===== config.mk =====
export PLATFORM = sky130hd
export DESIGN_NAME = tl_ul_host_bridge_flat
export DESIGN_NICKNAME = d
export VERILOG_FILES = /design/src/rtl/tl_ul_host_bridge_if.sv /design/src/rtl/tl_ul_host_bridge.sv /design/src/flat_wrapper.sv
export SDC_FILE = /design/constraint.sdc
export NUM_CORES = 1
export LEC_CHECK = 0
export BUFFER_PORTS_ARGS = -buffer_cell sky130_fd_sc_hd__buf_2
export CELL_PAD_IN_SITES_DETAIL_PLACEMENT = 0
export CELL_PAD_IN_SITES_GLOBAL_PLACEMENT = 1
export CORE_UTILIZATION = 32
export CTS_CLUSTER_SIZE = 20
export DETAILED_ROUTE_END_ITERATION = 6
export PLACE_DENSITY_LB_ADDON = 0.15
export SLEW_MARGIN = 30
export SYNTH_ARGS = -nofsm -noshare
export SYNTH_HDL_FRONTEND = slang
export SYNTH_SLANG_ARGS = --single-unit

===== constraint.sdc =====
create_clock -name clk -period 2.7 [get_ports clk]
set_clock_uncertainty 0.15 [all_clocks]
set_input_delay 0.54 -clock clk [delete_from_list [all_inputs] [get_ports clk]]
set_output_delay 0.54 -clock clk [all_outputs]
set_load 0.02 [all_outputs]

===== src/rtl/tl_ul_host_bridge_if.sv =====
// TL-UL bundle for 8-bit source, 32-bit address, 8-bit sink and 32-bit data.
// The producer modport is the initiator side. It drives the A channel and d_ready.
// The responder modport is the target side. It drives a_ready and the D channel.
interface TL_UL_8_32_8_32;
    logic        a_valid;
    logic        a_ready;
    logic [2:0]  a_opcode;
    logic [2:0]  a_param;
    logic [1:0]  a_size;
    logic [7:0]  a_source;
    logic [31:0] a_address;
    logic [3:0]  a_mask;
    logic [31:0] a_data;
    logic        a_corrupt;

    logic        d_valid;
    logic        d_ready;
    logic [2:0]  d_opcode;
    logic [7:0]  d_source;
    logic [31:0] d_data;
    logic        d_error;

    modport producer (
        output a_valid, a_opcode, a_param, a_size, a_source, a_address, a_mask, a_data, a_corrupt,
        output d_ready,
        input  a_ready,
        input  d_valid, d_opcode, d_source, d_data, d_error
    );

    modport responder (
        input  a_valid, a_opcode, a_param, a_size, a_source, a_address, a_mask, a_data, a_corrupt,
        input  d_ready,
        output a_ready,
        output d_valid, d_opcode, d_source, d_data, d_error
    );
endinterface


===== src/rtl/tl_ul_host_bridge.sv =====
// TL-UL host bridge.
// Turns single-word commands on a valid/ready port into one TL-UL A-channel request.
// The request is a Get, a PutFullData or a PutPartialData.
// Only one transaction is outstanding at a time.
// The matching D beat is returned as a one-cycle response pulse.
//
// Ports
//   clk, rst_b                     clock, asynchronous active-low reset
//   cmd_valid/cmd_ready            command handshake
//   cmd_write                      1 = write, 0 = read
//   cmd_addr                       byte address
//   cmd_wdata, cmd_mask            write data and byte enables
//   rsp_valid                      one-cycle response pulse
//   rsp_rdata                      read data
//   rsp_error                      set for d_error, an opcode mismatch or a timeout
//   rsp_timeout                    set when the response was aborted by the timeout
//   stale_rsp                      one-cycle pulse when a D beat is discarded
//   busy                           a transaction is in flight
//   bus                            TL-UL producer port
//
// state   | meaning
// --------+----------------------------------------------------------
// IDLE    | ready for a command; any D beat is stale
// A_REQ   | A request presented, held until a_ready
// D_WAIT  | waiting for the D beat with the issued source, timer running
module tl_ul_host_bridge #(
    parameter int unsigned TIMEOUT_CYCLES = 256,
    parameter logic [7:0]  SOURCE_BASE    = 8'd0
) (
    input  logic                    clk,
    input  logic                    rst_b,
    input  logic                    cmd_valid,
    output logic                    cmd_ready,
    input  logic                    cmd_write,
    input  logic [31:0]             cmd_addr,
    input  logic [31:0]             cmd_wdata,
    input  logic [3:0]              cmd_mask,
    output logic                    rsp_valid,
    output logic [31:0]             rsp_rdata,
    output logic                    rsp_error,
    output logic                    rsp_timeout,
    output logic                    stale_rsp,
    output logic                    busy,
    TL_UL_8_32_8_32.producer        bus
);

    typedef enum logic [1:0] {
        ST_IDLE   = 2'd0,
        ST_A_REQ  = 2'd1,
        ST_D_WAIT = 2'd2
    } state_e;

    localparam logic [2:0] OP_PUT_FULL    = 3'd0;
    localparam logic [2:0] OP_PUT_PARTIAL = 3'd1;
    localparam logic [2:0] OP_GET         = 3'd4;
    localparam logic [2:0] OP_ACK         = 3'd0;
    localparam logic [2:0] OP_ACK_DATA    = 3'd1;

    localparam int unsigned TW = (TIMEOUT_CYCLES < 2) ? 1 : $clog2(TIMEOUT_CYCLES + 1);
    localparam logic [TW-1:0] TMR_LOAD = TW'(TIMEOUT_CYCLES);

    state_e        state_q, state_d;
    logic          write_q, write_d;
    logic [31:0]   addr_q, addr_d;
    logic [31:0]   wdata_q, wdata_d;
    logic [3:0]    mask_q, mask_d;
    logic [7:0]    src_q, src_d;
    logic [TW-1:0] tmr_q, tmr_d;
    logic          rsp_valid_q, rsp_valid_d;
    logic [31:0]   rsp_rdata_q, rsp_rdata_d;
    logic          rsp_error_q, rsp_error_d;
    logic          rsp_timeout_q, rsp_timeout_d;
    logic          stale_q, stale_d;

    logic [7:0]    issued_src;
    logic          src_match;
    logic          a_active;
    logic [2:0]    a_opcode;

    // src_q has already advanced past the source of the outstanding request.
    assign issued_src = src_q - 8'd1;
    assign src_match  = bus.d_valid && (bus.d_source == issued_src);

    always_comb begin
        state_d       = state_q;
        write_d       = write_q;
        addr_d        = addr_q;
        wdata_d       = wdata_q;
        mask_d        = mask_q;
        src_d         = src_q;
        tmr_d         = tmr_q;
        rsp_valid_d   = 1'b0;
        rsp_rdata_d   = 32'd0;
        rsp_error_d   = 1'b0;
        rsp_timeout_d = 1'b0;
        stale_d       = 1'b0;

        unique case (state_q)
            ST_IDLE: begin
                stale_d = bus.d_valid;
                if (cmd_valid) begin
                    write_d = cmd_write;
                    addr_d  = cmd_addr & 32'hFFFF_FFFC;
                    wdata_d = cmd_write ? cmd_wdata : 32'd0;
                    mask_d  = cmd_write ? cmd_mask : 4'hF;
                    state_d = ST_A_REQ;
                end
            end
            ST_A_REQ: begin
                stale_d = bus.d_valid;
                if (bus.a_ready) begin
                    src_d   = src_q + 8'd1;
                    tmr_d   = TMR_LOAD;
                    state_d = ST_D_WAIT;
                end
            end
            ST_D_WAIT: begin
                if (src_match) begin
                    rsp_valid_d = 1'b1;
                    rsp_rdata_d = write_q ? 32'd0 : bus.d_data;
                    rsp_error_d = bus.d_error |
                                  (write_q ? (bus.d_opcode != OP_ACK) : (bus.d_opcode != OP_ACK_DATA));
                    state_d     = ST_IDLE;
                end else begin
                    stale_d = bus.d_valid;
                    // A matching beat on the last cycle is served above, so it beats the timeout.
                    if ((TIMEOUT_CYCLES != 0) && (tmr_q == TW'(1))) begin
                        rsp_valid_d   = 1'b1;
                        rsp_error_d   = 1'b1;
                        rsp_timeout_d = 1'b1;
                        state_d       = ST_IDLE;
                    end else begin
                        tmr_d = tmr_q - TW'(1);
                    end
                end
            end
            default: state_d = ST_IDLE;
        endcase
    end

    always_ff @(posedge clk or negedge rst_b) begin
        if (!rst_b) begin
            state_q       <= ST_IDLE;
            write_q       <= 1'b0;
            addr_q        <= 32'd0;
            wdata_q       <= 32'd0;
            mask_q        <= 4'd0;
            src_q         <= SOURCE_BASE;
            tmr_q         <= '0;
            rsp_valid_q   <= 1'b0;
            rsp_rdata_q   <= 32'd0;
            rsp_error_q   <= 1'b0;
            rsp_timeout_q <= 1'b0;
            stale_q       <= 1'b0;
        end else begin
            state_q       <= state_d;
            write_q       <= write_d;
            addr_q        <= addr_d;
            wdata_q       <= wdata_d;
            mask_q        <= mask_d;
            src_q         <= src_d;
            tmr_q         <= tmr_d;
            rsp_valid_q   <= rsp_valid_d;
            rsp_rdata_q   <= rsp_rdata_d;
            rsp_error_q   <= rsp_error_d;
            rsp_timeout_q <= rsp_timeout_d;
            stale_q       <= stale_d;
        end
    end

    // A-channel fields read as zero whenever no request is presented.
    assign a_active = (state_q == ST_A_REQ);
    assign a_opcode = !write_q ? OP_GET : ((mask_q == 4'hF) ? OP_PUT_FULL : OP_PUT_PARTIAL);

    assign bus.a_valid   = a_active;
    assign bus.a_opcode  = a_active ? a_opcode : 3'd0;
    assign bus.a_param   = 3'd0;
    assign bus.a_size    = a_active ? 2'd2 : 2'd0;
    assign bus.a_source  = a_active ? src_q : 8'd0;
    assign bus.a_address = a_active ? addr_q : 32'd0;
    assign bus.a_mask    = a_active ? mask_q : 4'd0;
    assign bus.a_data    = a_active ? wdata_q : 32'd0;
    assign bus.a_corrupt = 1'b0;
    assign bus.d_ready   = 1'b1;

    assign cmd_ready   = (state_q == ST_IDLE);
    assign busy        = (state_q != ST_IDLE);
    assign rsp_valid   = rsp_valid_q;
    assign rsp_rdata   = rsp_rdata_q;
    assign rsp_error   = rsp_error_q;
    assign rsp_timeout = rsp_timeout_q;
    assign stale_rsp   = stale_q;

endmodule


===== src/flat_wrapper.sv =====
// flat-port wrapper written by rule: the top's interface ports become plain ports
module tl_ul_host_bridge_flat 
#(
    parameter int unsigned TIMEOUT_CYCLES = 256,
    parameter logic [7:0]  SOURCE_BASE    = 8'd0
)
  (clk, rst_b, cmd_valid, cmd_ready, cmd_write, cmd_addr, cmd_wdata, cmd_mask, rsp_valid, rsp_rdata, rsp_error, rsp_timeout, stale_rsp, busy, bus_a_valid, bus_a_opcode, bus_a_param, bus_a_size, bus_a_source, bus_a_address, bus_a_mask, bus_a_data, bus_a_corrupt, bus_d_ready, bus_a_ready, bus_d_valid, bus_d_opcode, bus_d_source, bus_d_data, bus_d_error);
  TL_UL_8_32_8_32 bus_i ();
  input  logic clk;
  input  logic rst_b;
  input  logic cmd_valid;
  output logic cmd_ready;
  input  logic cmd_write;
  input  logic [31:0] cmd_addr;
  input  logic [31:0] cmd_wdata;
  input  logic [3:0] cmd_mask;
  output logic rsp_valid;
  output logic [31:0] rsp_rdata;
  output logic rsp_error;
  output logic rsp_timeout;
  output logic stale_rsp;
  output logic busy;
  output wire logic [$bits(bus_i.a_valid)-1:0] bus_a_valid;
  output wire logic [$bits(bus_i.a_opcode)-1:0] bus_a_opcode;
  output wire logic [$bits(bus_i.a_param)-1:0] bus_a_param;
  output wire logic [$bits(bus_i.a_size)-1:0] bus_a_size;
  output wire logic [$bits(bus_i.a_source)-1:0] bus_a_source;
  output wire logic [$bits(bus_i.a_address)-1:0] bus_a_address;
  output wire logic [$bits(bus_i.a_mask)-1:0] bus_a_mask;
  output wire logic [$bits(bus_i.a_data)-1:0] bus_a_data;
  output wire logic [$bits(bus_i.a_corrupt)-1:0] bus_a_corrupt;
  output wire logic [$bits(bus_i.d_ready)-1:0] bus_d_ready;
  input wire logic [$bits(bus_i.a_ready)-1:0] bus_a_ready;
  input wire logic [$bits(bus_i.d_valid)-1:0] bus_d_valid;
  input wire logic [$bits(bus_i.d_opcode)-1:0] bus_d_opcode;
  input wire logic [$bits(bus_i.d_source)-1:0] bus_d_source;
  input wire logic [$bits(bus_i.d_data)-1:0] bus_d_data;
  input wire logic [$bits(bus_i.d_error)-1:0] bus_d_error;
  assign bus_a_valid = bus_i.a_valid;
  assign bus_a_opcode = bus_i.a_opcode;
  assign bus_a_param = bus_i.a_param;
  assign bus_a_size = bus_i.a_size;
  assign bus_a_source = bus_i.a_source;
  assign bus_a_address = bus_i.a_address;
  assign bus_a_mask = bus_i.a_mask;
  assign bus_a_data = bus_i.a_data;
  assign bus_a_corrupt = bus_i.a_corrupt;
  assign bus_d_ready = bus_i.d_ready;
  assign bus_i.a_ready = bus_a_ready;
  assign bus_i.d_valid = bus_d_valid;
  assign bus_i.d_opcode = bus_d_opcode;
  assign bus_i.d_source = bus_d_source;
  assign bus_i.d_data = bus_d_data;
  assign bus_i.d_error = bus_d_error;
  tl_ul_host_bridge #(.TIMEOUT_CYCLES(TIMEOUT_CYCLES), .SOURCE_BASE(SOURCE_BASE)) u_core (.clk(clk), .rst_b(rst_b), .cmd_valid(cmd_valid), .cmd_ready(cmd_ready), .cmd_write(cmd_write), .cmd_addr(cmd_addr), .cmd_wdata(cmd_wdata), .cmd_mask(cmd_mask), .rsp_valid(rsp_valid), .rsp_rdata(rsp_rdata), .rsp_error(rsp_error), .rsp_timeout(rsp_timeout), .stale_rsp(stale_rsp), .busy(busy), .bus(bus_i));
endmodule

# After elaboration in Yosys (flattened, before gate mapping)
# Cells that the tools add are included.
word_totals:
  regBits: 122
  in_bits: 118
  out_inout_bits: 125
  elab_cells: 69
op_classes:
  addsub: 3
  n_eq_ne: 11
  n_mux: 32
  n_bitwise: 1
  n_reduce_logical: 10
op_table:
  columns: ["operator", "count"]
  rows:
  - ["$mux 32", 6]
  - ["$mux 9", 3]
  - ["$pmux 9 s2", 1]
  - ["$mux 1", 10]
  - ["$mux 2", 5]
  - ["$eq 9x1->1 const B", 1]
  - ["$sub 9x1->9 const B", 1]
  - ["$add 8x1->8 const B", 1]
  - ["$eq 8x8->1", 1]
  - ["$mux 4", 2]
  - ["$mux 8", 1]
  - ["$ne 2x2->1 const B", 4]
  - ["$sub 8x1->8 const B", 1]
  - ["$mux 3", 2]
  - ["$ne 3x1->1 const B", 2]
  - ["$pmux 2 s3", 1]
  - ["$eq 4x4->1 const B", 1]
  - ["$reduce_and 2->1", 2]
  - ["$reduce_and 4->1", 1]
  - ["$reduce_bool 2->1", 2]
  - ["$reduce_and 3->1", 1]
  - ["$reduce_bool 3->1", 1]
  - ["$eq 2x1->1 const B", 1]
  - ["$eq 2x2->1 const B", 1]
  - ["5 further kinds", 5]

# Depth between registers and ports, before layout
depth:
  word_depth: 5
  ltp_mapped: 10
  depth_no_buf: 9

# Worst setup path before layout
# OpenSTA, ideal clock, no wires.
synth_path:
  kind: "register to register"
  from: "register u_core.src_q[3]"
  to: "register u_core.tmr_q[3]"
  setup_ps: 119
  t_arrival_ps: 2329
  required_time_ps: 2431
  path_slack_ps: 103
  stages_incl_launch_ff: 10
  n_path_buf: 2
  cell_sequence: "dfrtp_1 -> buf_6 -> or3_4 -> o221a_1 -> a311oi_2 -> a211oi_2 -> a2111oi_4 -> buf_6 -> a21oi_1 -> a21o_2"
synth_via:
  elab_chain_cells: 5
synth_rtl:
  columns: ["item", "line", "source"]
  rows:
  - ["start, declared", "tl_ul_host_bridge.sv:67", "logic [7:0] src_q, src_d;"]
  - ["start signal, assigned", "tl_ul_host_bridge.sv:161", "src_q <= src_d;"]
  - ["$sub 8x1->8", "tl_ul_host_bridge.sv:81", "assign issued_src = src_q - 8'd1;"]
  - ["$eq 8x8->1", "tl_ul_host_bridge.sv:82", "assign src_match = bus.d_valid && (bus.d_source == issued_src);"]
  - ["$logic_and 1x1->1", "tl_ul_host_bridge.sv:82", null]
  - ["$ne 2x2->1 (no line)", null, null]
  - ["$reduce_and 4->1 (no line)", null, null]
  - ["end signal, assigned", "tl_ul_host_bridge.sv:162", "tmr_q <= tmr_d;"]
  - ["end, declared", "tl_ul_host_bridge.sv:68", "logic [TW-1:0] tmr_q, tmr_d;"]
# No other way between the ends.
# A chain may end at the register's enable or synchronous reset.

# Worst setup path in the final report
layout_path:
  from: "register u_core.src_q[2]"
  to: "register u_core.tmr_q[3]"
# The elaborated chain is that of the path after synthesis.

==> results.md <==
- First-pass GRT wire length: 22600 um
- Number of global-route vias before repair: 4501
- Pwr Density: 1030 nW/um2
- Area grow syn2layout: 38.0%
- CTS tree: yes
- DP Area: 7080 um2
- Drt first pass iters: 4
- Relative slew slack: 56.2%
- Synth Flop Type: dfrtp_1
- Ant. Diodes: 0
- Final setup margin: 0.0597 ns
- Io pins: 243
- Chip width: 134 um
- Layout Nets: 894
- Crit path DAT: 2.79 ns
- H-tree depth: 4
- Max-cap violations: 0
- Post-synth EDFFs: 0
- Sequential cell area fraction in the yosys report: 54.9%
- Max clock buf depth: 2
- Initial core utilization: 33.2%
- Synth warnings: 0
- Largest net degree at the start of global routing: 67
- Most frequent cell after synthesis: dfrtp_1
- Clock transition at the registers of the reported paths: 0.06 ns
- RSZ-0062 raised after global routing: true
- Worst Setup SP: u_core.src_q[2]
- Die Y: 134 um
- Post-DP HPWL: 10300 um
- CTS Sinks: 122
- Synthesized instance count: 530
- Final WL: 14100 um
- DR vias/cell: 4.42
- Fin crit period: 2.64 ns
- Drt drc: 0
- Synth top area share: 54.9%
- VDD IR-drop max: 0.000452 V
- Post-CTS setup buffers: 0
- Ratio of cells with drive above 1 in the final layout: 43.8%
- Slew @ Worst Pin: 0.657 ns
- Number of distinct library cells after synthesis: 47
- PortBufs: 231
- Fraction of registers with async set/reset: 100%
- Peak Freq: 0.379 GHz
- CP Max Fanout: 6
- Worst setup EP type: register
- Worst Hold Launch: bus_d_data[27]
- Core Region: 16800 um2
- Avg WL per Cell: 14.0 um
- Average size of a mapped cell: 10.5 um2
- R2R Path Start: u_core.src_q[2]
- Fin. Hold Viols: 0
- Final period utilization: 97.8%
- Root Driver: clkbuf_16
- Final GP Congestion: 0.779
- Cell Rows: 47
- P_leak: 4.07 nW
- Synthesized area: 5560 um2
- Initial antenna violation count: 1
- Placement Setup Slack: -0.0990 ns
- Pwr Total: 7.91 mW
- Iter 0 DRT Violations: 97
- WHS: 0.180 ns
- Synth top cells by count: dfrtp_1 (122), and2_1 (107), nand2_1 (81), o21ai_0 (40), mux2_2 (31)
- Synth area leaders: dfrtp_1 (55%), and2_1 (12%), mux2_2 (6.3%)
- Clock insertion delay at the later pin of the skew report: 0.41 ns
- Startpoint types: register
- Total track usage: 16.2%
- Final Max Slew Viols: 0
- Routed Antenna Nets: 0
- Yosys reg bits: 122
- Die area: 17900 um2
- Area leader, netlist: dfrtp_1
- WP data required: 2.85 ns
- Crit path kind: register to register
- HP Class: input port to register
- Outcome: complete, no violations
- GR Overflow Total: 0
- Final Instance Area: 7680 um2
- DR vias: 4438
- Setup_tns: 0 ns
- Cts bufs inserted: 17
- Setup violators final: 0
[through the flow]
stage               cells  util, %
floorplan             537        -
global placement      972     42.2
detailed placement    972     42.2
CTS                  1005     45.7
global route         1005     45.8
finish               1005     45.8
[flip-flops by register name (all words and copies together), names as in the netlist, 2 cells and up]
register,cells
u_core.rsp_rdata,32
u_core.src_q,8
u_core.mask_q,4
u_core.tmr_q,9
u_core.addr_q,30
u_core.wdata_q,32
u_core.state_q,2
[power breakdown]
| group | switching, mW | total, mW | internal [mW] |
|---|---|---|---|
| logic | 1.68 | 2.99 | 1.31 |
| clock network | 0.877 | 2.16 | 1.28 |
| registers | 0.318 | 2.76 | 2.45 |
[timing repair]
| action | in CTS | in global routing |
|---|---|---|
| pin swaps | 4 | 5 |
| endpoints found under the hold margin | 2 | 0 |
| hold buffers | 1 | 0 |
| setup endpoints to repair | 73 | 41 |
| resized for setup | 3 | 3 |
[logic make-up (layout without fill, tap and decap cells)]
group / count (synthesis) / count (layout) / synth area share [%]
mux: 33 / 33 / 6.63
xor+xnor: 17 / 17 / 2.68
simple gates: 240 / 240 / 23.2
flops: 122 / 122 / 54.9
buf+inv: 51 / 299 / 4.61
other cells: 2 / 9 / 0.135
compound gates: 61 / 61 / 7.02
fa+ha+maj: 4 / 4 / 0.900
[cells in the final DEF (no fill, tap or decap), types with 4 or more instances in the layout]
| master | instances |
|---|---|
| dfrtp_1 | 122 |
| a21o_2 | 4 |
| buf_2 | 230 |
| buf_4 | 20 |
| o21ai_0 | 40 |
| inv_1 | 9 |
| and2_1 | 107 |
| nor4_1 | 4 |
| conb_1 | 9 |
| buf_12 | 6 |
| nor2b_1 | 6 |
| mux2_2 | 31 |
| nor2_1 | 12 |
| nand3_1 | 4 |
| nand4_1 | 4 |
| xnor2_1 | 14 |
| inv_6 | 6 |
| nand2_1 | 80 |
| clkbuf_16 | 17 |
[final timing paths]
path,to,cells past startpoint,slack (ns)
max,u_core.tmr_q[3],9,0.06
min,u_core.rsp_rdata[27],2,0.18
max reg2reg,u_core.tmr_q[3],9,0.06
min reg2reg,u_core.wdata_q[22],2,0.32
max in group asynchronous,u_core.rsp_rdata[29],3,1.15
min in group asynchronous,u_core.rsp_rdata[21],2,0.52
[per-layer routing]
layer	track usage, %	part of all wire, %	vias to the layer above
met3	7.41	9.1	21
met2	26.2	47	162
met4	6.38	2.0	2
met1	18.7	41	2066
met5	0	0.12	-
li1	-	-	2187
[critical path, cell delays in order, from the launching register on]
cell,delay (ns)
dfrtp_1,0.37
or3_4,0.40
o221a_1,0.26
a311oi_2,0.22
a211oi_2,0.13
buf_4,0.16
a2111oi_4,0.39
buf_4,0.23
a21oi_2,0.06
a21o_2,0.18
[final cells by class]
cell class,instances,area [um2]
Timing Repair Buffer,257,1430
Inverter,10,38.8
Fill cell,1683,9080
Clock buffer,17,425
Tap cell,220,275
Clock inverter,15,141
Multi-Input combinational cell,364,2310
Sequential cell,122,3050
Note: power is estimated with default switching activity, not from simulation.
